`src/rtl/mult_add_sched.sv`:
```
// Round-robin scheduler sharing one external mult_add DSP among NUM_REQ requesters.
// Latency: result 1+DSP_LATENCY cycles after grant; no back-pressure on results, grants gated by en.
// Backpressure: req_ready grants at most one requester per cycle; results are never stalled.
module mult_add_sched #(
  parameter int NUM_REQ      = 4,
  parameter int A_DATA_WIDTH = 25,
  parameter int B_DATA_WIDTH = 18,
  parameter int C_DATA_WIDTH = 48,
  parameter int P_DATA_WIDTH = 48,
  parameter int DSP_LATENCY  = 1,
  localparam int ID_W        = $clog2(NUM_REQ)
) (
  input  logic                             clk,
  input  logic                             rst_n,
  input  logic                             en,
  input  logic [NUM_REQ-1:0]               req_valid,
  output logic [NUM_REQ-1:0]               req_ready,
  input  logic [NUM_REQ*A_DATA_WIDTH-1:0]  req_a,
  input  logic [NUM_REQ*B_DATA_WIDTH-1:0]  req_b,
  input  logic [NUM_REQ*C_DATA_WIDTH-1:0]  req_c,
  output logic [A_DATA_WIDTH-1:0]          dsp_a,
  output logic [B_DATA_WIDTH-1:0]          dsp_b,
  output logic [C_DATA_WIDTH-1:0]          dsp_c,
  input  logic [P_DATA_WIDTH-1:0]          dsp_p,
  output logic                             res_valid,
  output logic [ID_W-1:0]                  res_id,
  output logic [P_DATA_WIDTH-1:0]          res_p,
  output logic                             busy
);

  localparam int STAGES = DSP_LATENCY + 1;

  logic [ID_W-1:0]              ptr;
  logic [ID_W-1:0]              ptr_nxt;
  logic [ID_W-1:0]              gnt_idx;
  logic [ID_W-1:0]              cand;
  logic                         gnt_found;
  logic                         grant;
  logic [STAGES-1:0]            tag_vld;
  logic [STAGES-1:0][ID_W-1:0]  tag_id;

  // Search upward from the pointer, wrapping at NUM_REQ-1.
  always_comb begin
    gnt_found = 1'b0;
    gnt_idx   = '0;
    cand      = '0;
    for (int k = 0; k < NUM_REQ; k++) begin
      cand = ((int'(ptr) + k) >= NUM_REQ) ? ID_W'(int'(ptr) + k - NUM_REQ)
                                          : ID_W'(int'(ptr) + k);
      if (!gnt_found && req_valid[cand]) begin
        gnt_found = 1'b1;
        gnt_idx   = cand;
      end
    end
  end

  assign grant   = rst_n && en && gnt_found;
  assign ptr_nxt = (gnt_idx == ID_W'(NUM_REQ - 1)) ? '0 : gnt_idx + 1'b1;

  always_comb begin
    req_ready = '0;
    if (grant) req_ready[gnt_idx] = 1'b1;
  end

  always_ff @(posedge clk or negedge rst_n) begin
    if (!rst_n) begin
      ptr     <= '0;
      dsp_a   <= '0;
      dsp_b   <= '0;
      dsp_c   <= '0;
      tag_vld <= '0;
      tag_id  <= '0;
    end else begin
      if (grant) begin
        ptr   <= ptr_nxt;
        dsp_a <= req_a[gnt_idx*A_DATA_WIDTH +: A_DATA_WIDTH];
        dsp_b <= req_b[gnt_idx*B_DATA_WIDTH +: B_DATA_WIDTH];
        dsp_c <= req_c[gnt_idx*C_DATA_WIDTH +: C_DATA_WIDTH];
      end
      // Tags travel alongside the op so the last stage lines up with dsp_p.
      tag_vld <= {tag_vld[STAGES-2:0], grant};
      tag_id  <= {tag_id[STAGES-2:0], gnt_idx};
    end
  end

  assign res_valid = tag_vld[STAGES-1];
  assign res_id    = tag_id[STAGES-1];
  assign res_p     = dsp_p;
  assign busy      = |tag_vld;

endmodule

```
`config.mk`:
```
export PLATFORM = sky130hd
export DESIGN_NAME = mult_add_sched
export DESIGN_NICKNAME = d
export VERILOG_FILES = /design/src/rtl/mult_add_sched.sv
export SDC_FILE = /design/constraint.sdc
export NUM_CORES = 1
export LEC_CHECK = 0
export BUFFER_PORTS_ARGS = -buffer_cell sky130_fd_sc_hd__clkbuf_2
export CAP_MARGIN = 30
export CELL_PAD_IN_SITES_DETAIL_PLACEMENT = 2
export CELL_PAD_IN_SITES_GLOBAL_PLACEMENT = 2
export CORE_AREA = 2 2 222 224
export CTS_CLUSTER_SIZE = 14
export DETAILED_ROUTE_END_ITERATION = 7
export DIE_AREA = 0 0 224 226
export GPL_ROUTABILITY_DRIVEN = 0
export HOLD_SLACK_MARGIN = 0.03
export PLACE_DENSITY_LB_ADDON = 0.1
export RECOVER_POWER = 100
export SYNTH_ARGS = -nofsm -noshare
export SYNTH_HDL_FRONTEND = slang
export SYNTH_SLANG_ARGS = --single-unit
```
`constraint.sdc`:
```
create_clock -name clk -period 2.4 [get_ports clk]
set_input_delay 0.12 -clock clk [delete_from_list [all_inputs] [get_ports clk]]
set_output_delay 0.12 -clock clk [all_outputs]
set_load 0.02 [all_outputs]
```
==> out/summary.txt <==
Run status: finished, violations left
Failing checks: capacitance limit, slew limit
Synth Cell Area: 6330 sq um
Element type at the critical path end: output port
Total routing usage reported by global routing: 0.130
Cell area power density: 937 nW/um^2
Crit Reg-Reg Startpoint: ptr[1]
P_leak: 5.12 nW
Starting density of the core: 0.131
Endpoints failing hold: 0
Endpoint of the lowest-slack register-to-register path: dsp_a[23]
Count of synthesis-stage warnings from yosys: 0
Standard-cell row count: 81
Worst hold stages: 3
Top cell type by total area after synthesis: dfrtp_1
Clock slew at the register clock pins of the worst setup and hold paths: 80 ps
Area of the placeable core: 48,300 sq um
Fin area: 9750 sq um
Congestion Overflow GR: 0
Final period util: 0.917
Routed WL per cell: 20.7 um
Avg Vias per Cell: 3.92
Number of synthesized flops with an enable pin: 0
Sinks on the clock net: 99
Final routed DRC violation total: 0
Count of endpoints failing setup in the final report: 0
Post-Synthesis Net Count: 1,014
Category of the worst setup path launch point: register
Setup Total Neg Slack: 0 ps
Worst-case clock skew: 6.22 ps
Final Non-Filler Cells: 1,670
Setup repair after global routing missed its margin: no
Path depth of the worst reg2reg path: 7
First drt pass iteration count: 4
Count of maximum capacitance violations: 1
Placed insts: 1,607
Via count of the first global-routing pass: 7,520
Most numerous cell in the Yosys netlist: mux2i_1
CTS tree: yes
Die area: 50,600 sq um
CTS Buf Count: 9
Deepest clock path buffer count: 2
Worst Min Path Start: req_a[75]
Final wirelength: 34,600 um
DRT antenna net count: 0
Width of the die: 224 um
Level count of the clock H-tree: 3
Time the final worst path needs with I/O delays and setup: 2200 ps
Placed cell area: 9060 sq um
Net total in the final layout: 1,460
Synthesized netlist cell count: 594
Worst hold endpoint: dsp_a[0]
Pin count of the biggest net entering global routing: 100
Maximum fanout count along the critical path: 16
FF/Latch Area: 2480 sq um
Num ports: 566
Mean Syn Cell Area: 10.7 sq um
Number of distinct library cell variants in the gate-level netlist after synthesis: 26
Insertion delay of the later-clocked pin in the worst-skew pair: 380 ps
Drt first-iter violations: 155
Fraction of layout instances using a drive strength above 1: 0.409
Worst Path Arrival: 2080 ps
Worst setup slack for register-to-register paths: 210 ps
First-pass GRT wire length: 49,100 um
Worst-case headroom to the max-slew limit: -0.102
Total Power Consumption: 9.14 mW
Layout fillers: 5,616
Layout Area Growth over Synthesis: 54.1%
Area share of the largest cell type after synthesis: 0.392
Class of the most critical setup path: register to output port
Share of async-settable or async-resettable flops after synthesis: 1.00
Part of the Yosys area used for sequential elements: 0.392
Worst voltage drop across the vdd grid: 0.305 mV
Clock tree root buffer cell: clkbuf_16
Required time reported for the critical path endpoint: 2280 ps
Initial antenna violation count: 2
HPWL after detailed placement: 25,500 um
Leading cell types by count after synthesis: 182 x mux2i_1, 99 x dfrtp_1, 97 x nand2_1, 91 x o221ai_1, 50 x buf_4
Port bufs: 469
Area of the multi-input gates: 3140 sq um
Class of the tightest hold or removal check: input pin to register
Transition time of the tightest slew-check pin: 1650 ps
Main synth FF type: dfrtp_1
Total of flip-flops plus latches after synthesis: 99
Upper clock frequency limit: 455 MHz
Die Ht: 226 um
Pins Over Slew Limit: 100
Synth top area cells: dfrtp_1 39%, mux2i_1 29%, o221ai_1 13%
Number of vias after detailed routing: 6,541
==> sequential cells by signal (all words and copies together) (netlist names) <==
| name | cells |
|---|---|
| dsp_c | 48 |
| dsp_a | 25 |
| dsp_b | 18 |
| ptr | 2 |
| res_id | 2 |
| tag_id | 2 |
| tag_vld | 2 |
==> area by class of cell <==
| cell class | count | area share |
|---|---|---|
| Tap cell | 622 | 0.0798 |
| Antenna cell | 3 | 0.000770 |
| Clock inverter | 7 | 0.00937 |
| Sequential cell | 99 | 0.254 |
| Timing Repair Buffer | 535 | 0.308 |
| Multi-Input combinational cell | 390 | 0.322 |
| Inverter | 5 | 0.00193 |
| Clock buffer | 9 | 0.0231 |
==> repair_timing <==
action                     4_1_cts  5_1_grt
pin swaps                        0        2
setup endpoints to repair        2        4
resized for setup                2        3
setup buffers                    0        6
cloned                           0        4
hold endpoints to repair       119        1
hold buffers                    33        1
==> worst max path at each step <==
stage | from | end | slack (ps) | depth (start not counted)
finish | ptr[0] | req_ready[3] | 200 | 8
global route | ptr[1] | dsp_a[15] | 20 | 7
CTS | ptr[0] | req_ready[3] | 30 | 8
detailed placement | ptr[0] | dsp_a[5] | 390 | 7
global placement | ptr[1] | dsp_a[15] | 410 | 6
floorplan | ptr[0] | req_ready[3] | 690 | 9
==> worst max-delay path: stages, from the launching register on <==
cell      delay, ps
dfrtp_1         420
nand2b_1        170
a21oi_1         170
a211o_4         190
buf_16          190
inv_2            60
ha_1            190
and2_0          140
clkbuf_2        160
==> cell usage in the layout (no fill, tap or decap), types with 2 or more instances in the layout <==
master	n
diode_2	3
clkinv_2	3
clkbuf_1	97
clkbuf_2	372
mux2i_1	182
bufinv_16	2
o221ai_1	91
dlygate4sd3_1	34
nor2_1	3
nand2b_1	2
inv_1	4
dfrtp_1	99
clkbuf_4	2
nand2_1	96
a21oi_1	2
clkbuf_16	13
buf_4	17
buf_12	5
buf_16	3
==> power breakdown <==
| group | switching [mW] | internal, mW | leakage, nW |
|---|---|---|---|
| clock network | 0.789 | 0.915 | 0.156 |
| registers | 0.353 | 2.30 | 1.23 |
| logic | 2.85 | 1.93 | 3.74 |
| total | 3.99 | 5.14 | 5.12 |
==> routing by layer <==
metal / global-route usage / routed length [um]
met1: 0.144 / 13600
met2: 0.240 / 18500
met3: 0.0435 / 2210
met4: 0.0310 / 319
met5: 0 / 0
==> per-stage QoR <==
step                 util  hold slack, ps  worst slack, ps
finish              0.202            62.5              200
floorplan               -            -176              687
global placement    0.187             240              408
detailed placement  0.187             240              386
global route        0.202            43.7             21.5
CTS                 0.201            30.0             33.9
==> logic make-up (layout without fill, tap and decap cells) <==
group / count (synthesis) / after routing / synth area share
muxes: 182 / 182 / 0.288
and+or+nand+nor: 107 / 107 / 0.0674
buffers and inverters: 105 / 556 / 0.115
AOI/OAI and AO/OA: 100 / 100 / 0.136
DFF: 99 / 99 / 0.392
adders and majority gates: 1 / 1 / 0.00198
other: 0 / 3 / 0
(Power assumes the default switching activity.)
